<file path="src/rtl/ps2_mouse_pkg.sv">
`default_nettype none
// +--------------------------------------------------------------------------+
// | Module  : ps2_mouse_pkg                                                  |
// | Brief   : Shared types, protocol bytes and packet decode for the mouse.  |
// | Revision: 1.0 - initial release                                          |
// +--------------------------------------------------------------------------+
package ps2_mouse_pkg;

    typedef enum logic [1:0] {
        B0 = 2'd0,
        B1 = 2'd1,
        B2 = 2'd2
    } pkt_state_t;

    typedef struct packed {
        logic [2:0] btn;
        logic [8:0] dx;
        logic [8:0] dy;
    } mouse_pkt_t;

    localparam logic [7:0] ACK_BYTE      = 8'hFA;
    localparam logic [7:0] BAT_OK        = 8'hAA;
    localparam logic [7:0] ENABLE_REPORT = 8'hF4;
    localparam int         DELTA_MAX     = 255;

    // An overflow flag replaces the 9-bit delta with the largest magnitude in its direction.
    function automatic logic [8:0] sat_delta(input logic ovf, input logic sign, input logic [7:0] mag);
        logic [8:0] v;
        if (ovf) begin
            v = sign ? 9'(-DELTA_MAX) : 9'(DELTA_MAX);
        end else begin
            v = {sign, mag};
        end
        return v;
    endfunction

    function automatic mouse_pkt_t decode_pkt(input logic [7:0] b0, input logic [7:0] b1,
                                              input logic [7:0] b2);
        mouse_pkt_t p;
        p.btn = b0[2:0];
        p.dx  = sat_delta(b0[6], b0[4], b1);
        p.dy  = sat_delta(b0[7], b0[5], b2);
        return p;
    endfunction

endpackage
`default_nettype wire

</file>
<file path="src/rtl/ps2_mouse_axis_acc.sv">
`default_nettype none
// +--------------------------------------------------------------------------+
// | Module  : ps2_mouse_axis_acc                                             |
// | Brief   : One cursor axis: signed position + delta, clamped to 0..MAX-1. |
// | Revision: 1.0 - initial release                                          |
// +--------------------------------------------------------------------------+
module ps2_mouse_axis_acc #(
    parameter int MAX = 640,
    parameter int W   = 10
) (
    input  logic        [W-1:0] i_pos,
    input  logic signed [9:0]   i_delta,
    output logic        [W-1:0] o_pos
);

    // Two guard bits hold any position plus a +/-256 delta without wrapping.
    localparam logic signed [W+1:0] c_hi = (W+2)'(MAX - 1);

    logic signed [W+1:0] w_pos_ext;
    logic signed [W+1:0] w_delta_ext;
    logic signed [W+1:0] w_sum;

    assign w_pos_ext   = $signed({2'b00, i_pos});
    assign w_delta_ext = (W+2)'(i_delta);
    assign w_sum       = w_pos_ext + w_delta_ext;

    always_comb begin
        o_pos = w_sum[W-1:0];
        if (w_sum < 0) begin
            o_pos = '0;
        end else if (w_sum > c_hi) begin
            o_pos = c_hi[W-1:0];
        end
    end

endmodule
`default_nettype wire

</file>
<file path="src/rtl/ps2_mouse_packet.sv">
`default_nettype none
// +--------------------------------------------------------------------------+
// | Module  : ps2_mouse_packet                                               |
// | Brief   : Frames 3-byte PS/2 mouse packets, decodes buttons and deltas,  |
// |           integrates a screen-clamped cursor.                            |
// |           Optional PS2_MOUSE_TIMEOUT_EN: inter-byte timeout resync.      |
// | Revision: 1.0 - initial release                                          |
// +--------------------------------------------------------------------------+
module ps2_mouse_packet
    import ps2_mouse_pkg::*;
#(
    parameter int SCREEN_W   = 640,
    parameter int SCREEN_H   = 480,
    parameter int CLK_HZ     = 25_000_000,
    parameter int TIMEOUT_US = 2000
) (
    input  logic                        clk,
    input  logic                        rst,
    input  logic                        enable,
    input  logic                        rx_done_tick,
    input  logic [7:0]                  rx_data,
    output logic                        pkt_valid,
    output logic [2:0]                  btn,
    output logic [8:0]                  dx,
    output logic [8:0]                  dy,
    output logic [$clog2(SCREEN_W)-1:0] cursor_x,
    output logic [$clog2(SCREEN_H)-1:0] cursor_y,
    output logic                        sync_err
);

    localparam int c_xw = $clog2(SCREEN_W);
    localparam int c_yw = $clog2(SCREEN_H);

    pkt_state_t r_state;
    pkt_state_t w_state_nxt;
    logic [7:0] r_b0;
    logic [7:0] r_b1;
    logic       w_latch_b0;
    logic       w_latch_b1;
    logic       w_pkt_done;
    logic       w_sync_err;
    logic       w_to_expired;

    mouse_pkt_t          w_pkt;
    logic signed [9:0]   w_dx_ext;
    logic signed [9:0]   w_dy_neg;
    logic [c_xw-1:0]     w_x_nxt;
    logic [c_yw-1:0]     w_y_nxt;

`ifdef PS2_MOUSE_TIMEOUT_EN
    localparam int c_to_cycles = CLK_HZ / 1_000_000 * TIMEOUT_US;
    localparam int c_to_w      = $clog2(c_to_cycles + 1);

    logic [c_to_w-1:0] r_to_cnt;

    // Counts idle cycles only while a packet is partially received.
    always_ff @(posedge clk) begin
        if (rst || !enable || rx_done_tick || r_state == B0 || w_to_expired) begin
            r_to_cnt <= '0;
        end else begin
            r_to_cnt <= r_to_cnt + 1'b1;
        end
    end

    assign w_to_expired = (r_state != B0) && (r_to_cnt == c_to_w'(c_to_cycles - 1));
`else
    assign w_to_expired = 1'b0;
`endif

    always_ff @(posedge clk) begin
        if (rst) begin
            r_state <= B0;
        end else begin
            r_state <= w_state_nxt;
        end
    end

    always_comb begin
        w_state_nxt = r_state;
        w_latch_b0  = 1'b0;
        w_latch_b1  = 1'b0;
        w_pkt_done  = 1'b0;
        w_sync_err  = 1'b0;
        if (!enable) begin
            w_state_nxt = B0;
        end else if (rx_done_tick) begin
            case (r_state)
                B0: begin
                    if (rx_data[3]) begin
                        w_latch_b0  = 1'b1;
                        w_state_nxt = B1;
                    end else begin
                        w_sync_err  = 1'b1;
                    end
                end
                B1: begin
                    w_latch_b1  = 1'b1;
                    w_state_nxt = B2;
                end
                B2: begin
                    w_pkt_done  = 1'b1;
                    w_state_nxt = B0;
                end
                default: w_state_nxt = B0;
            endcase
        end else if (w_to_expired) begin
            w_state_nxt = B0;
            w_sync_err  = 1'b1;
        end
    end

    always_ff @(posedge clk) begin
        if (rst) begin
            r_b0 <= '0;
            r_b1 <= '0;
        end else begin
            if (w_latch_b0) r_b0 <= rx_data;
            if (w_latch_b1) r_b1 <= rx_data;
        end
    end

    // The Y byte is decoded straight off rx_data so outputs land one cycle after the last tick.
    assign w_pkt    = decode_pkt(r_b0, r_b1, rx_data);
    assign w_dx_ext = $signed({w_pkt.dx[8], w_pkt.dx});
    assign w_dy_neg = -$signed({w_pkt.dy[8], w_pkt.dy});

    ps2_mouse_axis_acc #(.MAX(SCREEN_W), .W(c_xw)) u_acc_x (
        .i_pos   (cursor_x),
        .i_delta (w_dx_ext),
        .o_pos   (w_x_nxt)
    );

    ps2_mouse_axis_acc #(.MAX(SCREEN_H), .W(c_yw)) u_acc_y (
        .i_pos   (cursor_y),
        .i_delta (w_dy_neg),
        .o_pos   (w_y_nxt)
    );

    always_ff @(posedge clk) begin
        if (rst) begin
            pkt_valid <= 1'b0;
            sync_err  <= 1'b0;
            btn       <= '0;
            dx        <= '0;
            dy        <= '0;
            cursor_x  <= c_xw'(SCREEN_W / 2);
            cursor_y  <= c_yw'(SCREEN_H / 2);
        end else begin
            pkt_valid <= w_pkt_done;
            sync_err  <= w_sync_err;
            if (w_pkt_done) begin
                btn      <= w_pkt.btn;
                dx       <= w_pkt.dx;
                dy       <= w_pkt.dy;
                cursor_x <= w_x_nxt;
                cursor_y <= w_y_nxt;
            end
        end
    end

endmodule
`default_nettype wire

</file>
<file path="config.mk">
export PLATFORM = sky130hd
export DESIGN_NAME = ps2_mouse_packet
export DESIGN_NICKNAME = d
export VERILOG_FILES = /design/src/rtl/ps2_mouse_pkg.sv /design/src/rtl/ps2_mouse_axis_acc.sv /design/src/rtl/ps2_mouse_packet.sv
export SDC_FILE = /design/constraint.sdc
export NUM_CORES = 1
export LEC_CHECK = 0
export BUFFER_PORTS_ARGS = -buffer_cell sky130_fd_sc_hd__buf_2
export CORE_ASPECT_RATIO = 0.7
export CORE_MARGIN = 4
export CORE_UTILIZATION = 30
export CTS_CLUSTER_DIAMETER = 50
export CTS_CLUSTER_SIZE = 8
export DETAILED_ROUTE_END_ITERATION = 16
export PLACE_DENSITY = 0.56
export REMOVE_ABC_BUFFERS = 1
export SLEW_MARGIN = 20
export SYNTH_ARGS = -nofsm -noshare
export SYNTH_HDL_FRONTEND = slang
export SYNTH_SLANG_ARGS = --single-unit
</file>
<file path="constraint.sdc">
create_clock -name clk -period 10.7 [get_ports clk]
set_clock_uncertainty 0.05 [all_clocks]
set_input_delay 0.535 -clock clk [delete_from_list [all_inputs] [get_ports clk]]
set_output_delay 0.535 -clock clk [all_outputs]
set_load 0.01 [all_outputs]
</file>
==> results by group, run 1 <==
Status
  – Status: finished clean

Synth
  – Top_reg_cell synth: dfxtp_1
  – Post-synthesis sequential area ratio: 33.2%
  – Distinct cell type count after synthesis: 63
  – EDFF count, synth: 0
  – Mapped cell area: 3550 sq um
  – Syn avg cell area: 8.11 sq um
  – #FFs+latches synth: 59
  – Synth Instances: 438
  – Async set-reset flop share out of synthesis: 0%
  – Yosys warnings: 0

Global route
  – Largest net degree at the start of global routing: 56
  – Remaining global-route overflow: 0
  – Vias in the first global route: approximately 3300
  – GR Util All Layers: around 15%
  – Wire length of the first global-routing pass: 16.4 mm
  – Antenna violations before repair: 1

Worst setup path
  – Worst-path fanout max: 14
  – Setup crit start kind: register
  – Required time worst endpoint: 10.88 ns
  – WS Path Type: register to register
  – Setup crit end kind: register
  – Worst path arrival time: 4.27 ns

STA
  – Max_slew headroom: 48.6%
  – TNS Setup: 0 ns
  – Final max-slew violation count: 0
  – Slew @ Worst Pin: 0.768 ns
  – RSZ-0062 raised after global routing: no
  – Hold Slack: between 0.3 and 0.4 ns
  – Minimum clock period: 4.09 ns
  – Final setup viols: 0
  – Final period util: between 30% and 40%
  – Max Clock Freq: about 240 MHz
  – Final Hold Vio Count: 0

Floorplan
  – Initial core utilization: 31.5%
  – Core area: between 10000 and 15000 sq um
  – Die Area: between 10000 and 15000 sq um
  – Row count: 32
  – Ports: 54
  – Die width: 138 um
  – DIE HEIGHT: 99.1 um

Layout
  – # diodes: 0
  – Syn-to-layout area delta: 18.9%
  – Final Util: 37.4%
  – Share of cells above drive strength 1: a little under a fifth
  – Layout Nets: 515

Placed design
  – IO buf count: 53
  – HPWL Detailed: approximately 7.3 mm
  – Placer Congestion: 0.837

Clock tree
  – Max H-tree Level: 3
  – Worst-path clk slew: approximately 0.050 ns
  – Post-CTS sizing: 0
  – CTS tree: built
  – Sink Count: 59
  – Clk Latency, worst-skew pair: roughly 0.33 ns
  – Setup Buffers After CTS: 0
  – CTS Hold Bufs: 0
  – Root buffer cell: clkbuf_16
  – TritonCTS Buffers: 9
  – CTS max path bufs: 2

Drt
  – DRT antenna net count: 0
  – Via count: 3322
  – TritonRoute pass-1 iters: 5
  – Final wirelength: 9.84 mm
  – Iteration-0 DRC count of the detailed router: 270
  – Drt via density: 5.17
  – WL/cell: 15.3 um
  – Remaining DRCs: 0

Power and ir drop
  – Worst VDD drop: 76.4 uV
  – Power per cell area: approximately 130 nW/um^2
  – LEAKAGE: 1.74 nW

Hold path
  – Hold Path Class: register to register

Run
  – Max-cap violations: 0
## layer usage
layer	vias up	track usage [%]	share of wire (%)
met5	-	0	0.071
met1	1564	20.6	51
met4	2	4.48	1.2
li1	1662	-	-
met3	12	5.14	6.1
met2	82	21.3	42
## worst paths after layout
check             startpoint          end  slack, ns  cells after the start
setup / recovery     r_b0[4]  cursor_x[8]       6.61                     12
setup reg to reg     r_b0[4]  cursor_x[8]       6.61                     12
hold / removal        btn[0]       btn[0]       0.40                      2
hold reg to reg       btn[0]       btn[0]       0.40                      2
## state kept, by name, indices dropped and copies added (netlist names)
name	cells
r_b0	7
dx	9
r_b1	8
pkt_valid	1
sync_err	1
dy	9
cursor_y	9
cursor_x	10
btn	3
r_state	2
## critical path, cell delays in order, from the launching register on
cell and delay [ns]:
dfxtp_1 0.64, nand2_1 0.29, o21a_1 0.24, fa_1 0.45, a21o_1 0.20, a21oi_1 0.22
o21bai_1 0.12, o31a_1 0.31, a31oi_1 0.40, nor2_1 0.08, a21oi_1 0.52, nand2_1 0.18
o41ai_1 0.31
## final cells by class
type                       instances  area [sq um]
timing repair buffer              56           288
tap                              153           191
inverter                          16          60.1
multi-input combinational        342          2220
clock inverter                     2          35.0
fill                            1217          7070
clock buffer                      14           254
sequential                        59          1180
## synthesized netlist by cell type (3+ instances only)
master | n | area [sq um]
nand2b_1 | 7 | 43.8
nor3_1 | 10 | 50.1
o22ai_1 | 3 | 18.8
inv_1 | 16 | 60.1
nor2_1 | 50 | 188
a31oi_1 | 5 | 31.3
nand2_1 | 53 | 199
o211ai_1 | 3 | 22.5
xnor2_1 | 8 | 70.1
nand4_1 | 3 | 18.8
clkbuf_1 | 15 | 56.3
ha_1 | 17 | 213
xor2_1 | 5 | 43.8
a211oi_1 | 3 | 22.5
buf_2 | 3 | 15.0
o21ai_1 | 6 | 30.0
a31o_2 | 4 | 35.0
nand3_1 | 7 | 35.0
a21oi_1 | 43 | 215
or2_2 | 4 | 25.0
a211o_1 | 6 | 52.6
or3_1 | 4 | 25.0
o21a_1 | 9 | 67.6
nor2b_1 | 6 | 37.5
dfxtp_1 | 59 | 1180
mux2i_1 | 15 | 150
o21ai_0 | 18 | 90.1
a311oi_1 | 3 | 26.3
a21o_1 | 9 | 67.6
## report_power, final
part / switching, mW / internal, mW
clock network: 0.0977 / 0.186
logic: 0.0347 / 0.0213
registers: 0.00291 / 0.222
total: 0.135 / 0.429
## stage by stage
step | total power [mW] | std cells | worst slack (ns) | area (sq um)
2_1_floorplan | 0.266 | 417 | 7.30 | 3450
6_report | 0.565 | 642 | 6.61 | 4230
3_3_place_gp | 0.284 | 626 | 6.78 | 3940
4_1_cts | 0.571 | 642 | 6.63 | 4230
5_1_grt | 0.591 | 642 | 6.25 | 4230
3_5_place_dp | 0.284 | 626 | 6.68 | 3940
## cells by family (layout without fill, tap and decap cells)
logic type               Yosys count  count (layout)  synth area share [%]
buffers and inverters             37              88                  4.54
adder cells (fa/ha/maj)           19              19                  7.11
AO/OA/AOI/OAI                    135             135                  26.1
flip-flops                        59              59                  33.2
multiplexers                      15              15                  4.23
AND/OR/NAND/NOR                  159             159                  21.1
XOR/XNOR                          14              14                  3.66
## placed cells by master, fill, tap and decap left out, types with 5 or more instances in the layout
cell / Yosys / layout
nand3_1: 7 / 7
nor2b_1: 6 / 6
a31oi_1: 5 / 5
inv_1: 16 / 16
o21ai_1: 6 / 6
clkbuf_16: 0 / 9
xor2_1: 5 / 5
nor3_1: 10 / 10
a211o_1: 6 / 6
nand2_1: 53 / 53
dfxtp_1: 59 / 59
a21oi_1: 43 / 43
nand2b_1: 7 / 7
o21ai_0: 18 / 18
mux2i_1: 15 / 15
ha_1: 17 / 17
nor2_1: 50 / 50
xnor2_1: 8 / 8
buf_2: 3 / 53
a21o_1: 9 / 9
o21a_1: 9 / 9
(Power assumes the default switching activity.)
==> run 2: changes to the inputs <==
==> constraint.sdc (replaced) <==
create_clock -name clk -period 4.15 [get_ports clk]
set_clock_uncertainty 0.05 [all_clocks]
set_input_delay 0.2075 -clock clk [delete_from_list [all_inputs] [get_ports clk]]
set_output_delay 0.2075 -clock clk [all_outputs]
set_load 0.01 [all_outputs]
==> results by group, run 2 (synthesis gave the netlist of run 1 again) <==
Clock tree
  – CTS Hold Bufs: 0
  – Sink Count: 59
  – CTS tree: built
  – CTS max path bufs: 2
  – Worst-path clk slew: 0.05 ns
  – Max H-tree Level: 3
  – Root buffer cell: clkbuf_16
  – Clk Latency, worst-skew pair: 0.33 ns
  – TritonCTS Buffers: 9

STA
  – Max Clock Freq: approximately 260 MHz
  – Final WS setup: 0.249 ns
  – Final max-slew violation count: 0
  – Final setup viols: 0
  – RSZ-0062 raised after global routing: no
  – TNS Setup: 0 ns
  – Final Hold Vio Count: 0
  – Minimum clock period: 3.90 ns
  – Final period util: ~94%
  – Max_slew headroom: 33.5%
  – Slew @ Worst Pin: 0.992 ns

Placed design
  – HPWL Detailed: 7.42 mm
  – DP Area: 3960 sq um
  – IO buf count: 53
  – Pre-CTS worst setup slack: 0.287 ns
  – Placer Congestion: a little under 0.9

Global route
  – Vias in the first global route: 3096
  – Met2 Use GR: approximately a fifth
  – GR Util All Layers: 14.6%
  – GR met1 Demand/Resource: around a fifth
  – Largest net degree at the start of global routing: 36
  – Wire length of the first global-routing pass: 16.1 mm
  – Met3 Usage GRT: 4.61%
  – Antenna violations before repair: 1
  – GRT busiest layer: met1
  – Remaining global-route overflow: 0

Drt
  – Drt via density: 5.22
  – Remaining DRCs: 0
  – WL/cell: ~15 um
  – DRT antenna net count: 0
  – Iteration-0 DRC count of the detailed router: 251
  – TritonRoute pass-1 iters: 5
  – Final wirelength: 9.93 mm
  – Via count: 3366

Floorplan
  – Die Area: about 14000 sq um
  – Ports: 54
  – Core area: approximately 11000 sq um
  – DIE HEIGHT: 99.1 um
  – Row count: 32
  – Die width: 138 um
  – Initial core utilization: 31.5%

Layout
  – Layout Nets: 518
  – Biggest register: cursor_x
  – Fin area: approximately 4300 sq um
  – # diodes: 0
  – Share of cells above drive strength 1: approximately 20%
  – Most frequent cells in the layout: 59 x dfxtp_1, 53 x nand2_1, 53 x buf_2, 50 x nor2_1, 42 x a21oi_1
  – Max reg flops: 10
  – Syn-to-layout area delta: 19.8%
  – Most common cell after layout, fill and taps aside: dfxtp_1

Power and ir drop
  – Total Power: 1.47 mW
  – Worst VDD drop: 201 uV
  – LEAKAGE: 1.77 nW
  – Power per cell area: 346 nW/um^2

Worst setup path
  – Setup crit end kind: register
  – Setup crit start kind: register
  – Required time worst endpoint: around 4.3 ns
  – Worst path arrival time: around 4.1 ns
  – WS Path Type: register to register
  – Worst-path fanout max: 10

Run
  – Max-cap violations: 0

Status
  – Status: finished clean

Hold path
  – Hold Path Class: primary input to register
## run 2: cell count changes in the layout (fill, tap and decap cells not counted)
cell and delta:
a21oi_1 -1, clkinvlp_4 +1, buf_4 +3, a21oi_2 +1, clkinv_2 +2, clkbuf_1 -3
## run 2: layout make-up
type	instances	area, sq um
clock buffer	11	243
clock inverter	5	52.6
fill	1213	7030
inverter	16	60.1
multi-input combinational	342	2220
sequential	59	1180
tap	153	191
timing repair buffer	59	310
## run 2: per-stage QoR
step                utilization (%)  std cells  hold WS (ns)
floorplan                         -        417         0.227
global placement               35.1        629         0.393
detailed placement             35.1        629         0.397
CTS                            37.7        645        0.0832
global route                   37.7        645        0.0977
finish                         37.7        645        0.0966
## run 2: power by group
group	internal (mW)	switching, mW	leakage [nW]
Clock	0.477	0.270	0.145
Combinational	0.0561	0.0944	1.14
Sequential	0.571	0.00398	0.476
## run 2: worst paths after layout
check	cells past startpoint	slack, ns	start	end
worst max register to register	12	0.25	r_b0[6]	cursor_x[8]
worst max-delay path	12	0.25	r_b0[6]	cursor_x[8]
worst min-delay path	3	0.1	rx_data[6]	r_b1[6]
worst min register to register	2	0.40	dx[7]	dx[7]
## run 2: repair_timing
action                     4_1_cts  5_1_grt
setup endpoints to repair        0        1
setup buffers                    0        0
gates resized for setup          0        1
## run 2: critical path, stage by stage, from the launching register on
cell,delay (ns)
dfxtp_1,0.52
nand2_1,0.22
o21a_1,0.21
fa_1,0.44
a21o_1,0.19
a21oi_1,0.23
o21bai_1,0.11
a21o_1,0.20
or2_2,0.30
a2111oi_0,0.51
a211o_1,0.33
nand2_1,0.13
o41ai_1,0.34
## run 2: layer usage
layer	wire length, um	vias to the layer above	share of wire (%)
li1	-	1661	-
met1	5120	1566	52
met2	3950	117	40
met3	667	20	6.7
met4	191	2	1.9
met5	7	-	0.070
==> run 3: changes to the inputs <==
--- a/config.mk
+++ b/config.mk
@@ -12,7 +12,6 @@
 export CTS_CLUSTER_DIAMETER = 50
 export CTS_CLUSTER_SIZE = 8
 export DETAILED_ROUTE_END_ITERATION = 16
-export PLACE_DENSITY = 0.56
 export REMOVE_ABC_BUFFERS = 1
 export SLEW_MARGIN = 20
 export SYNTH_ARGS = -nofsm -noshare
==> constraint.sdc (replaced) <==
create_clock -name clk -period 3.82 [get_ports clk]
set_clock_uncertainty 0.05 [all_clocks]
set_input_delay 0.191 -clock clk [delete_from_list [all_inputs] [get_ports clk]]
set_output_delay 0.191 -clock clk [all_outputs]
set_load 0.01 [all_outputs]
==> results by group, run 3 (synthesis gave the netlist of run 1 again) <==
Hold path
  – Hold path depth: 3
  – HP Start: rx_data[5]
  – WHS Endpoint: r_b1[5]
  – Hold Path Class: primary input to register

Layout
  – Syn-to-layout area delta: 22.2%
  – Most common cell after layout, fill and taps aside: dfxtp_1
  – Max reg flops: 10
  – Most frequent cells in the layout: 58 x dfxtp_1, 53 x nand2_1, 53 x buf_2, 50 x nor2_1, 43 x a21oi_1
  – Fill cell count: 1192
  – Biggest register: cursor_x
  – # diodes: 0
  – Fin area: 4340 sq um
  – Layout Nets: 524
  – Share of cells above drive strength 1: between 20% and 30%

Clock tree
  – CTS max path bufs: 2
  – CTS Hold Bufs: 0
  – Clk Latency, worst-skew pair: around 0.33 ns
  – TritonCTS Buffers: 9
  – Sink Count: roughly 60
  – CTS tree: built
  – Root buffer cell: clkbuf_16
  – Worst-path clk slew: roughly 0.050 ns
  – Max H-tree Level: 3

Placed design
  – Placer Congestion: 0.900
  – DP Area: between 3000 and 4000 sq um
  – IO buf count: 53
  – HPWL Detailed: 7.23 mm

Global route
  – Antenna violations before repair: 0
  – Vias in the first global route: between 3000 and 4000
  – GR Util All Layers: between 10 and 15%
  – Largest net degree at the start of global routing: 40
  – Remaining global-route overflow: 0
  – Wire length of the first global-routing pass: around 16 mm

Power and ir drop
  – Total Power: roughly 1.7 mW
  – LEAKAGE: 1.80 nW
  – Power per cell area: 386 nW/um^2
  – Worst VDD drop: 250 uV

Drt
  – Remaining DRCs: 0
  – Final wirelength: 9.68 mm
  – Drt via density: 5.10
  – WL/cell: between 10 and 15 um
  – Routed wl met3: roughly 800 um
  – TritonRoute pass-1 iters: 4
  – DRT antenna net count: 0
  – Iteration-0 DRC count of the detailed router: 203
  – Met2 wire len: 3.85 mm
  – M1 WL: 4.95 mm
  – Uppermost layer routed: met4
  – Via count: 3319

Worst setup path
  – Crit path cell chain: or2_2, ha_1, fa_1, a21o_1, a21oi_1, o21bai_1, a21o_1, or2_2, a2111oi_2, a211o_2, nand2_1, o41ai_1
  – Setup crit end kind: register
  – Critical path's slowest cell: fa_1
  – Reg2reg path depth: 12
  – Reg2reg start: r_b0[6]
  – Slowest stage delay, CP: 0.40 ns
  – Worst-path fanout max: 10
  – CP top delay family: compound AO/OA/AOI/OAI gates
  – Required time worst endpoint: 3.98 ns
  – WS Path Type: register to register
  – Worst path arrival time: 3.66 ns
  – Register-to-register setup slack: approximately 0.32 ns
  – Buf+Inv Stages, Crit Path: 0
  – Setup crit start kind: register
  – RR Endpoint: cursor_x[8]

STA
  – Final max-slew violation count: 0
  – Max Clock Freq: 286 MHz
  – Slew @ Worst Pin: 0.638 ns
  – Max_slew headroom: between 50 and 60%
  – RSZ-0062 raised after global routing: no
  – Final setup viols: 0
  – Final period util: 91.6%
  – Minimum clock period: between 3 and 4 ns
  – TNS Setup: 0 ns
  – Final Hold Vio Count: 0

Floorplan
  – Row count: 32
  – Core area: 11300 sq um
  – Ports: 54
  – Die Area: about 14000 sq um
  – DIE HEIGHT: slightly below 100 um
  – Initial core utilization: 31.5%
  – Die width: between 100 and 150 um

Run
  – Max-cap violations: 0

Status
  – Status: finished clean
[run 3: layout make-up]
| type | count | area (sq um) | share of cell area, % |
|---|---|---|---|
| Clock buffer | 12 | 256 | 5.91 |
| Clock inverter | 4 | 72.6 | 1.67 |
| Inverter | 16 | 60.1 | 1.38 |
| Multi-Input combinational cell | 342 | 2220 | 51.2 |
| Sequential cell | 59 | 1180 | 27.2 |
| Tap cell | 153 | 191 | 4.41 |
| Timing Repair Buffer | 65 | 355 | 8.18 |
[run 3: worst max-delay path by stage]
stage / from / end / slack [ns] / cells after the start
finish: r_b0[6] / cursor_x[8] / 0.32 / 12
global route: r_b0[6] / cursor_x[8] / 0.06 / 12
CTS: r_b0[6] / cursor_x[8] / 0.05 / 12
detailed placement: r_b0[6] / cursor_x[8] / -0.03 / 12
global placement: r_b0[6] / cursor_x[8] / 0.30 / 12
floorplan: r_b0[4] / cursor_x[8] / 0.42 / 12
[run 3: repair_timing]
action	in CTS	in global routing
buffers inserted	0	2
gates resized for setup	1	3
hold endpoints to repair	0	0
pin swaps	0	1
endpoints found under the setup margin	1	9
[run 3: per-stage QoR]
step / utilization [%] / hold slack, ns / instances / setup WS [ns]
after detailed placement: 35.3 / 0.396 / 633 / -0.0320
after CTS: 38.3 / 0.0767 / 649 / 0.0497
final: 38.5 / 0.0868 / 651 / 0.323
after floorplan: - / 0.210 / 417 / 0.422
after global placement: 35.3 / 0.391 / 633 / 0.299
after global routing: 38.5 / 0.0909 / 651 / 0.0640
[run 3: layer usage]
metal / vias to the layer above / GRT usage, %
met2: 111 / 20.5
met4: 0 / 3.87
met5: - / 0
li1: 1683 / -
met1: 1517 / 21.1
met3: 8 / 4.80
[run 3: worst min-delay path, cell delays in order]
cell and delay, ns:
buf_2 0.12, nand2_1 0.05, a21oi_1 0.05
[run 3: report_power, final]
part           total, mW  switching (mW)  internal [mW]  leakage (nW)
sequential         0.625         0.00402          0.621         0.476
clock              0.885           0.281          0.605         0.159
combinational      0.167           0.103         0.0640          1.17
